===== config.mk =====
export PLATFORM = sky130hd
export DESIGN_NAME = pipelined_subtractor
export DESIGN_NICKNAME = d
export VERILOG_FILES = /design/src/rtl/sub_segment.sv /design/src/rtl/pipelined_subtractor.sv
export SDC_FILE = /design/constraint.sdc
export NUM_CORES = 1
export LEC_CHECK = 0
export ABC_AREA = 1
export BUFFER_PORTS_ARGS = -buffer_cell sky130_fd_sc_hd__buf_2
export CELL_PAD_IN_SITES_DETAIL_PLACEMENT = 1
export CELL_PAD_IN_SITES_GLOBAL_PLACEMENT = 1
export CORE_ASPECT_RATIO = 0.7
export CORE_MARGIN = 2
export CORE_UTILIZATION = 38
export DETAILED_ROUTE_END_ITERATION = 8
export GPL_TIMING_DRIVEN = 0
export PLACE_DENSITY = 0.89
export RECOVER_POWER = 25
export SETUP_SLACK_MARGIN = 0.5
export SYNTH_ARGS = -nofsm -noshare
export SYNTH_HDL_FRONTEND = slang
export SYNTH_SLANG_ARGS = --single-unit

===== constraint.sdc =====
create_clock -name clk -period 2.2 [get_ports clk]
set_input_delay 0 -clock clk [delete_from_list [all_inputs] [get_ports clk]]
set_output_delay 0 -clock clk [all_outputs]
set_load 0.03 [all_outputs]

===== src/rtl/sub_segment.sv =====
// Combinational W-bit subtract slice: d = a - b - bin, with borrow-out.
// Chained across pipeline stages by the top level.
module sub_segment #(
    parameter int W = 4
) (
    input  logic [W-1:0] a,
    input  logic [W-1:0] b,
    input  logic         bin,
    output logic [W-1:0] d,
    output logic         bout
);

    logic [W:0] diffWide;

    // The extra top bit of the widened difference goes to 1 exactly when a < b + bin.
    assign diffWide = {1'b0, a} - {1'b0, b} - {{W{1'b0}}, bin};
    assign d        = diffWide[W-1:0];
    assign bout     = diffWide[W];

endmodule


===== src/rtl/pipelined_subtractor.sv =====
// Borrow-segmented pipelined subtractor: one W-bit slice per stage, operands skewed
// forward and lower result slices deskewed so a whole transaction emerges at once.
module pipelined_subtractor #(
    parameter int N      = 8,
    parameter int STAGES = 2
) (
    input  logic         clk,
    input  logic         reset,
    input  logic         in_valid,
    input  logic         stall,
    input  logic [N-1:0] A,
    input  logic [N-1:0] B,
    input  logic         Bin,
    output logic [N-1:0] Diff,
    output logic         Bout,
    output logic         Ovf,
    output logic         out_valid
);

    localparam int W = N / STAGES;

    logic [N-1:0] diff_q;
    logic         bout_q;
    logic         ovf_q;
    logic         outValid_q;

    for (genvar k = 0; k < STAGES; k++) begin : gStage
        localparam int LO = k * W;
        localparam int AW = N - LO;

        logic [AW-1:0]     aIn;
        logic [AW-1:0]     bIn;
        logic              borrowIn;
        logic              validIn;
        logic [W-1:0]      dSeg;
        logic              borrowSeg;
        logic [LO+W-1:0]   res_d;

        // Stage 0 sees the raw inputs; later stages see only the still-unconsumed upper bits.
        if (k == 0) begin : gHead
            assign aIn      = A;
            assign bIn      = B;
            assign borrowIn = Bin;
            assign validIn  = in_valid;
            assign res_d    = dSeg;
        end else begin : gTail
            assign aIn      = gStage[k-1].gMid.opA_q;
            assign bIn      = gStage[k-1].gMid.opB_q;
            assign borrowIn = gStage[k-1].gMid.borrow_q;
            assign validIn  = gStage[k-1].gMid.valid_q;
            assign res_d    = {dSeg, gStage[k-1].gMid.res_q};
        end

        sub_segment #(.W(W)) uSeg (
            .a    (aIn[W-1:0]),
            .b    (bIn[W-1:0]),
            .bin  (borrowIn),
            .d    (dSeg),
            .bout (borrowSeg)
        );

        if (k < STAGES - 1) begin : gMid
            logic [AW-W-1:0] opA_q;
            logic [AW-W-1:0] opB_q;
            logic [LO+W-1:0] res_q;
            logic            borrow_q;
            logic            valid_q;

            always_ff @(posedge clk) begin
                if (reset) begin
                    opA_q    <= '0;
                    opB_q    <= '0;
                    res_q    <= '0;
                    borrow_q <= 1'b0;
                    valid_q  <= 1'b0;
                end else if (!stall) begin
                    opA_q    <= aIn[AW-1:W];
                    opB_q    <= bIn[AW-1:W];
                    res_q    <= res_d;
                    borrow_q <= borrowSeg;
                    valid_q  <= validIn;
                end
            end
        end else begin : gLast
            // Result registers only load on a valid transaction so bubbles leave them untouched.
            always_ff @(posedge clk) begin
                if (reset) begin
                    diff_q     <= '0;
                    bout_q     <= 1'b0;
                    ovf_q      <= 1'b0;
                    outValid_q <= 1'b0;
                end else if (!stall) begin
                    outValid_q <= validIn;
                    if (validIn) begin
                        diff_q <= res_d;
                        bout_q <= borrowSeg;
                        ovf_q  <= (aIn[AW-1] != bIn[AW-1]) && (dSeg[W-1] != aIn[AW-1]);
                    end
                end
            end
        end
    end

    assign Diff      = diff_q;
    assign Bout      = bout_q;
    assign Ovf       = ovf_q;
    assign out_valid = outValid_q;

endmodule


==> flow_summary_export.csv, run 1 <==
group,metric,value,unit
outcome,status,"finished clean",
critical_path,crit_type,"flop to flop",
drt,first_pass_iters,4,
synth,synth-edff-count,0,
die,floorplan.core_area,3210,µm²
clock_tree,cts.clk_slew.worst_paths,0.09,ns
global_route,grt_start_max_net_pins,14,
power,power,1.12,mW
critical_path,arrival,2.05,ns
sta,period_share,0.860,
cells_and_area,final_nets,243,
global_route,grt_use_met1,0.246,
clock_tree,clock_sinks,25,
drt,wl_per_cell,15.1,µm
place,numPortBuffers,31,
drt,vias_per_cell,4.75,
synth,syn-mean-instance-area,7.99,µm²
drt,dr_total_vias,1197,
hold_path,hp-start,"A[7]",
drt,antenna_left,0,
place,gp_congestion,0.760,
sta,min_period,1.89,ns
clock_tree,cts_tree,"done",
die,die_x,74.0,µm
die,initial_core_util,0.406,
synth,netlist_area,1300,µm²
drt,first_iter_violations,32,
synth,syn_inst,163,
die,rows,17,
cells_and_area,antenna_cells,0,
power,p_leak,0.801,nW
global_route,use_met3,0.0343,
sta,finClkSkew,0.00468,ns
cells_and_area,layout_commonest_cell,"buf_2",
sta,setup_slack,0.308,ns
drt,drc,0,
cells_and_area,drive_gt1_frac,0.259,
cells_and_area,final_cell_mix,"buf_2, inv_1, nor2_1, o21ai_0, dfxtp_1",
global_route,grt_pass1_vias,1303,
global_route,grt_pass1_wl,5.80,mm
run,max_cap_viol_count,0,
sta,tightest_slew,0.476,ns
drt,drt_wl_total,3.82,mm
critical_path,end_kind,"flop",
sta,fmax,528,MHz
global_route,track_usage,0.198,
critical_path,worstPathMaxFanout,2,
global_route,grt_overflow_total,0,
clock_tree,cts_max_level,1,
die,die_h,53.0,µm
clock_tree,cts_buffers,3,
synth,async_flop_share,0,
synth,synthFlopType,"dfxtp_1",
sta,rsz0062_at_grt,"yes",
sta,setup_viol,0,
sta,drv_slew,0,
sta,maxSlewHeadroom,0.683,
synth,synth_seq_cells,25,
place,place_ws,0.292,ns
cells_and_area,area_growth,29.5,%
critical_path,required,2.36,ns
power,p_per_area,662,nW/µm²
clock_tree,cts_root_buf,"clkbuf_8",
synth,yosys_warnings,0,
synth,ys_seq_area_frac,0.384,
hold_path,hold_path.class,"primary input to flop",
clock_tree,clockBufferDepth,2,
global_route,gr-max-usage-layer,"met2",
synth,synth_nets,200,
power,peakVddDrop,0.304,mV
global_route,groute.layer.met2.usage,0.368,
die,io_pins,32,
critical_path,r2r_start,"gStage[0].gMid.opA_q[0]$_SDFFE_PP0N_",
global_route,antenna_found_initial,0,
clock_tree,insertion_delay,0.27,ns
synth,synth.distinct_cells,22,
critical_path,startpoint_type,"flop",
die,die_area,3920,µm²
place,dp_hpwl,2.48,mm
critical_path,ff2ff_setup_slack,0.31,ns
critical_path,worstSetupStartpoint,"gStage[0].gMid.opA_q[0]$_SDFFE_PP0N_",
sta,hold_violations,0,
sta,setup_tns,0,ns
==> flip-flops by register name, indices dropped and copies added (netlist names), 4 cells and up <==
register / count
gStage.gMid.opA_q: 4
gStage.gMid.res_q: 4
gStage.gMid.opB_q: 4
Diff: 8
==> synthesized netlist by cell type, drive strengths merged, types with 2 or more instances <==
cell | n | share of area
a21oi | 14 | 0.065
buf | 3 | 0.012
clkbuf | 3 | 0.0086
dfxtp | 25 | 0.38
fa | 4 | 0.061
ha | 12 | 0.12
inv | 29 | 0.084
nand2 | 9 | 0.028
nand3 | 6 | 0.023
nor2 | 24 | 0.069
o211ai | 2 | 0.012
o21ai | 25 | 0.096
xnor2 | 2 | 0.013
xor2 | 2 | 0.013
==> worst max-delay path, cell delays in order, from the launching register on <==
cell     delay, ns
dfxtp_2       0.35
fa_2          0.43
fa_2          0.40
or2_4         0.28
a21oi_4       0.14
xnor2_2       0.12
a21oi_2       0.07
==> logic make-up (layout without fill, tap and decap cells) <==
logic type | after synthesis | count (layout) | synth area share
flip-flops | 25 | 25 | 0.384
XOR/XNOR | 4 | 4 | 0.0269
buffers and inverters | 35 | 77 | 0.104
adder cells (fa/ha/maj) | 16 | 16 | 0.177
AND/OR/NAND/NOR | 41 | 41 | 0.131
AO/OA/AOI/OAI | 42 | 42 | 0.178
==> routing by layer <==
layer,vias up,share of wire
met5,-,0
met1,560,0.46
met2,30,0.50
met4,0,0.0089
met3,4,0.033
li1,603,-
==> what timing repair did <==
item | 4_1_cts | 5_1_grt
pin swaps | 3 | 4
hold buffers | 6 | 0
setup endpoints to repair | 3 | 4
gates resized for setup | 11 | 7
hold endpoints to repair | 6 | 0
setup buffers | 0 | 1
==> final cells by class <==
class	count	area, µm²
multi-input combinational	103	731
inverter	29	109
sequential	25	504
timing repair buffer	38	213
buffer	6	26.3
tap	47	58.8
clock buffer	4	45.0
fill	420	1530
==> worst paths after layout <==
path	end	depth (start not counted)
setup / recovery	Bout$_SDFFE_PP0P_	6
hold / removal	gStage[0].gMid.opA_q[3]$_SDFFE_PP0N_	3
setup reg to reg	Bout$_SDFFE_PP0P_	6
hold reg to reg	gStage[0].gMid.opA_q[2]$_SDFFE_PP0N_	2
==> report_power, final <==
part	leakage [nW]	switching [mW]	internal, mW
clock network	0.0228	0.150	0.130
registers	0.207	0.0188	0.485
logic	0.571	0.200	0.134
total	0.801	0.368	0.749
==> stage by stage <==
step | hold WS [ns] | util | instance area, µm² | instances
after CTS | 0.000647 | 0.517 | 1660 | 251
final | 0.0124 | 0.525 | 1690 | 252
after global placement | 0.235 | 0.474 | 1520 | 241
after global routing | 0.0166 | 0.525 | 1690 | 252
after detailed placement | 0.245 | 0.474 | 1520 | 241
after floorplan | 0.0691 | - | 1310 | 163
No activity file was read; power rests on OpenSTA's default activity.
==> run 2, diff against run 1 <==
--- a/config.mk
+++ b/config.mk
@@ -15,7 +15,7 @@
 export DETAILED_ROUTE_END_ITERATION = 8
 export GPL_TIMING_DRIVEN = 0
 export PLACE_DENSITY = 0.89
-export RECOVER_POWER = 25
+export RECOVER_POWER = 50
 export SETUP_SLACK_MARGIN = 0.5
 export SYNTH_ARGS = -nofsm -noshare
 export SYNTH_HDL_FRONTEND = slang
==> run 2 against run 1 <==
Cell count unchanged. Sequential share of layout area increased by 0.089 points. Wire length about the same. Combinational power about the same. Sequential cell count unchanged. Register-to-register slack about the same. Worst hold slack about the same. Fmax about the same. Critical endpoint unchanged.
==> flow_summary_export.csv, run 2 (same netlist as run 1, synthesis figures left out) <==
group,metric,value,unit
critical_path,required,2.36,ns
sta,setup_tns,0,ns
cells_and_area,final_nets,243,
clock_tree,clockBufferDepth,2,
cells_and_area,antenna_cells,0,
place,numPortBuffers,31,
drt,first_pass_iters,4,
clock_tree,cts_tree,"done",
cells_and_area,area_growth,29.1,%
sta,maxSlewHeadroom,0.683,
drt,first_iter_violations,32,
sta,setup_viol,0,
sta,hold_violations,0,
sta,fmax,528,MHz
die,die_area,3920,µm²
cells_and_area,design_area,1680,µm²
critical_path,arrival,2.05,ns
sta,min_period,1.89,ns
drt,drc,0,
cells_and_area,n_fill_cell,421,
drt,dr_total_vias,1193,
global_route,grt_pass1_vias,1303,
critical_path,startpoint_type,"flop",
sta,tightest_slew,0.476,ns
global_route,grt_pass1_wl,5.80,mm
global_route,grt_overflow_total,0,
power,p_per_area,664,nW/µm²
critical_path,r2r_start,"gStage[0].gMid.opA_q[0]$_SDFFE_PP0N_",
sta,finClkSkew,0.00468,ns
global_route,grt_start_max_net_pins,14,
hold_path,hp-start,"A[7]",
drt,vias_per_cell,4.73,
clock_tree,insertion_delay,0.27,ns
place,gp_congestion,0.760,
critical_path,worstSetupStartpoint,"gStage[0].gMid.opA_q[0]$_SDFFE_PP0N_",
hold_path,hold_path.class,"primary input to flop",
place,dpl-instance-area,1520,µm²
die,die_h,53.0,µm
sta,setup_slack,0.307,ns
die,die_x,74.0,µm
sta,rsz0062_at_grt,"yes",
sta,period_share,0.860,
clock_tree,cts.clk_slew.worst_paths,0.09,ns
power,p_leak,0.786,nW
power,peakVddDrop,0.304,mV
cells_and_area,final_core_util,0.524,
clock_tree,cts_max_level,1,
critical_path,crit_type,"flop to flop",
clock_tree,clock_sinks,25,
critical_path,crit_top_cell,"fa_2",
run,max_cap_viol_count,0,
die,floorplan.core_area,3210,µm²
cells_and_area,drive_gt1_frac,0.239,
cells_and_area,final_cell_mix,"inv_1, nor2_1, o21ai_0, dfxtp_1, buf_2",
place,place_ws,0.292,ns
clock_tree,cts_buffers,3,
global_route,track_usage,0.198,
die,io_pins,32,
outcome,status,"finished clean",
sta,whs,0.0124,ns
cells_and_area,largest_reg_flops,8,
place,dp_hpwl,2.48,mm
critical_path,end_kind,"flop",
drt,wl_per_cell,15.1,µm
sta,drv_slew,0,
global_route,antenna_found_initial,0,
die,rows,17,
critical_path,slowest_delay,0.43,ns
clock_tree,cts_root_buf,"clkbuf_8",
drt,drt_wl_total,3.82,mm
drt,antenna_left,0,
critical_path,worstPathMaxFanout,2,
die,initial_core_util,0.406,
critical_path,cp_cell_sequence,"fa_2 -> fa_2 -> or2_4 -> a21oi_4 -> xnor2_2 -> a21oi_2",
critical_path,critPathSlowestCell,"fa_2",
-- run 2: area by class of cell --
cell class                 count  area, µm²  area share
buffer                         6       26.3      0.0156
clock buffer                   4       45.0      0.0268
inverter                      29        109      0.0647
multi-input combinational    103        731       0.435
sequential                    25        504       0.300
tap                           47       58.8      0.0350
timing repair buffer          38        208       0.124
-- run 2: stage by stage --
stage                     total power [mW]  instances
after floorplan                      0.707        163
after detailed placement             0.789        241
after global routing                  1.17        252
after CTS                             1.09        251
final                                 1.12        252
after global placement               0.772        241
-- run 2: critical path, delay by kind of cell (launching register included) --
kind                     cells  cell delay [ns]
XOR/XNOR                     1             0.12
AO/OA/AOI/OAI                2             0.21
adder cells (fa/ha/maj)      2             0.83
AND/OR/NAND/NOR              1             0.28
flip-flops                   1             0.35
-- run 2: what timing repair did --
item / in CTS / in global routing
gates resized for setup: 11 / 7
buffers inserted: 0 / 1
hold buffers: 6 / 0
pin swaps: 3 / 4
setup endpoints to repair: 3 / 4
endpoints found under the hold margin: 6 / 0
cloned: 0 / 0
-- run 2: path summary, 6_finish.rpt --
kind,end,slack (ns),cells past startpoint
hold / removal,gStage[0].gMid.opA_q[3]$_SDFFE_PP0N_,0.01,3
hold reg to reg,gStage[0].gMid.opA_q[2]$_SDFFE_PP0N_,0.48,2
setup / recovery,Bout$_SDFFE_PP0P_,0.31,6
setup reg to reg,Bout$_SDFFE_PP0P_,0.31,6
-- run 2: per-layer routing --
metal | routed length (µm) | GRT usage | part of all wire
met1 | 1760 | 0.246 | 0.46
met2 | 1890 | 0.368 | 0.50
met3 | 127 | 0.0343 | 0.033
met4 | 34 | 0.0242 | 0.0089
met5 | 0 | 0 | 0
-- run 2: report_power, final --
group | leakage (nW) | switching (mW) | total (mW) | internal, mW
Clock | 0.0228 | 0.150 | 0.279 | 0.130
Sequential | 0.207 | 0.0188 | 0.504 | 0.485
Combinational | 0.556 | 0.200 | 0.333 | 0.133
Total | 0.786 | 0.368 | 1.12 | 0.748
==> run 3, diff against run 2 <==
--- a/config.mk
+++ b/config.mk
@@ -11,12 +11,13 @@
 export CELL_PAD_IN_SITES_GLOBAL_PLACEMENT = 1
 export CORE_ASPECT_RATIO = 0.7
 export CORE_MARGIN = 2
-export CORE_UTILIZATION = 38
+export CORE_UTILIZATION = 39
 export DETAILED_ROUTE_END_ITERATION = 8
 export GPL_TIMING_DRIVEN = 0
-export PLACE_DENSITY = 0.89
+export PLACE_DENSITY = 0.9
 export RECOVER_POWER = 50
 export SETUP_SLACK_MARGIN = 0.5
 export SYNTH_ARGS = -nofsm -noshare
 export SYNTH_HDL_FRONTEND = slang
+export SYNTH_HIERARCHICAL = 1
 export SYNTH_SLANG_ARGS = --single-unit
==> run 3 against run 2 <==
Core utilization is 1.7 points lower. Critical endpoint is now Ovf$_SDFFE_PP0P_. Largest cell class unchanged. Cell count is 9.1% higher. Highest routed layer is now met3. Sequential cell count stayed put. Setup slack worse by 0.021 ns. Sequential power is 0.8% higher. Synthesized cell count is 13% higher. Clock skew is 0.0010 ns lower. Critical path depth is 7 higher. Sequential share of layout area is 2.0 points lower.
==> flow_summary_export.csv, run 3 <==
group,metric,value,unit
outcome,status,"finished clean",
drt,drt_wl_total,3.52,mm
critical_path,startpoint_type,"flop",
global_route,grt_pass1_wl,5.71,mm
global_route,grt_overflow_total,0,
global_route,antenna_found_initial,0,
cells_and_area,final_nets,263,
place,place_ws,0.260,ns
synth,yosysTopAreaCell,"dfxtp_1",
sta,rsz0062_at_grt,"yes",
run,max_cap_viol_count,0,
critical_path,arrival,2.14,ns
cells_and_area,area_growth,23.8,%
hold_path,hold_path.class,"primary input to flop",
power,p_leak,0.854,nW
drt,dr_total_vias,1254,
synth,synth_top_area_share,0.344,
power,p_per_area,627,nW/µm²
global_route,grt_pass1_vias,1295,
cells_and_area,antenna_cells,0,
clock_tree,cts_buffers,3,
cells_and_area,design_area,1800,µm²
cells_and_area,final_cell_mix,"nor2_1, inv_1, dfxtp_1, nand2_1, buf_2",
place,dpl-instance-area,1670,µm²
critical_path,cp_cell_sequence,"inv_2 -> fa_2 -> inv_2 -> ha_4 -> o21ai_4 -> nand2_1 -> nand2_1 -> nand2_2 -> nor2_1 -> nand2_1 -> nand3_2 -> nand2_2 -> inv_2",
clock_tree,clock_sinks,25,
sta,tightest_slew,0.483,ns
drt,wl_per_cell,12.8,µm
sta,maxSlewHeadroom,0.678,
cells_and_area,largest_reg_flops,8,
critical_path,end_kind,"flop",
die,die_h,55.1,µm
global_route,track_usage,0.179,
place,numPortBuffers,30,
die,floorplan.core_area,3560,µm²
sta,fmax,523,MHz
clock_tree,cts.clk_slew.worst_paths,0.09,ns
synth,synth_seq_cells,25,
sta,setup_viol,0,
sta,whs,0.00873,ns
critical_path,crit_type,"flop to flop",
drt,antenna_left,0,
synth,yosys_warnings,6,
place,gp_congestion,0.777,
synth,synthFlopType,"dfxtp_1",
clock_tree,cts_max_level,1,
sta,setup_tns,0,ns
sta,period_share,0.870,
die,die_area,4240,µm²
synth,syn-mean-instance-area,7.91,µm²
synth,syn_inst,184,
synth,ys_seq_area_frac,0.344,
critical_path,cp_top_family,"adder cells",
drt,first_iter_violations,14,
drt,drc,0,
sta,hold_violations,0,
power,peakVddDrop,0.293,mV
synth,synth_area_leaders,"dfxtp_1, ha_1, nor2_1",
sta,min_period,1.91,ns
drt,first_pass_iters,4,
cells_and_area,layout_commonest_cell,"nor2_1",
power,power,1.13,mW
synth,synth-edff-count,0,
sta,drv_slew,0,
place,dp_hpwl,2.58,mm
synth,netlist_area,1460,µm²
synth,synth_most_common_cell,"nor2_1",
clock_tree,clockBufferDepth,2,
critical_path,slowest_delay,0.54,ns
critical_path,required,2.42,ns
critical_path,worstPathMaxFanout,3,
die,io_pins,32,
critical_path,critPathSlowestCell,"fa_2",
cells_and_area,drive_gt1_frac,0.298,
synth,async_flop_share,0,
clock_tree,insertion_delay,0.27,ns
die,rows,18,
synth,synth_commonest_cells,"nor2_1, inv_1, dfxtp_1, nand2_1, o21ai_0",
die,die_x,77.0,µm
die,initial_core_util,0.409,
sta,finClkSkew,0.00363,ns
global_route,grt_start_max_net_pins,14,
clock_tree,cts_tree,"done",
synth,synth_nets,221,
drt,vias_per_cell,4.56,
sta,setup_slack,0.286,ns
synth,synth.distinct_cells,22,
clock_tree,cts_root_buf,"clkbuf_8",
critical_path,cp_num_buf_inv,3,
==> run 3: cell type report <==
class / instances / area (µm²)
fill: 477 / 1760
buffer: 6 / 55.1
clock buffer: 4 / 45.0
timing repair buffer: 37 / 200
tap: 50 / 62.6
sequential: 25 / 504
multi-input combinational: 123 / 815
inverter: 30 / 120
==> run 3: metrics by stage <==
stage,utilization,cells
final,0.506,275
after global routing,0.506,275
after CTS,0.508,274
after detailed placement,0.469,264
after global placement,0.469,264
after floorplan,-,184
==> run 3: final timing paths <==
kind	start	to	slack (ns)	depth (start not counted)
max	gStage[0].gMid.opB_q[0]$_SDFFE_PP0N_	Ovf$_SDFFE_PP0P_	0.29	13
min	in_valid	gStage[0].gMid.valid_q$_SDFFE_PP0N_	0.009	3
min reg2reg	gStage[0].gMid.res_q[2]$_SDFFE_PP0N_	gStage[0].gMid.res_q[2]$_SDFFE_PP0N_	0.49	2
max reg2reg	gStage[0].gMid.opB_q[0]$_SDFFE_PP0N_	Ovf$_SDFFE_PP0P_	0.29	13
==> run 3: cell families after synthesis <==
| kind of cell | after synthesis | synth area share |
|---|---|---|
| simple gates | 76 | 0.240 |
| xor+xnor | 2 | 0.0120 |
| buf+inv | 36 | 0.123 |
| flops | 25 | 0.344 |
| compound gates | 29 | 0.123 |
| fa+ha+maj | 16 | 0.158 |
==> run 3: power breakdown <==
part           leakage (nW)  switching [mW]  internal, mW
Sequential            0.207          0.0221         0.485
Clock                0.0228           0.145         0.129
Combinational         0.624           0.207         0.140
==> run 3: timing repair <==
| action | CTS | global route |
|---|---|---|
| buffers inserted | 1 | 1 |
| setup endpoints to repair | 4 | 4 |
| hold endpoints to repair | 6 | 0 |
| pin swaps | 7 | 9 |
| hold buffers | 5 | 0 |
| gates resized for setup | 12 | 8 |
==> run 3: per-layer routing <==
| metal | vias to the layer above | wire, µm | track usage |
|---|---|---|---|
| met3 | 0 | 136 | 0.0357 |
| met2 | 25 | 1820 | 0.354 |
| met1 | 581 | 1560 | 0.208 |
| met5 | - | 0 | 0 |
| li1 | 648 | - | - |
| met4 | 0 | 0 | 0.0387 |
==> run 3: tightest hold or removal path, cell delays in order <==
cell	delay (ns)
buf_2	0.07
o21ai_0	0.06
a21oi_1	0.11
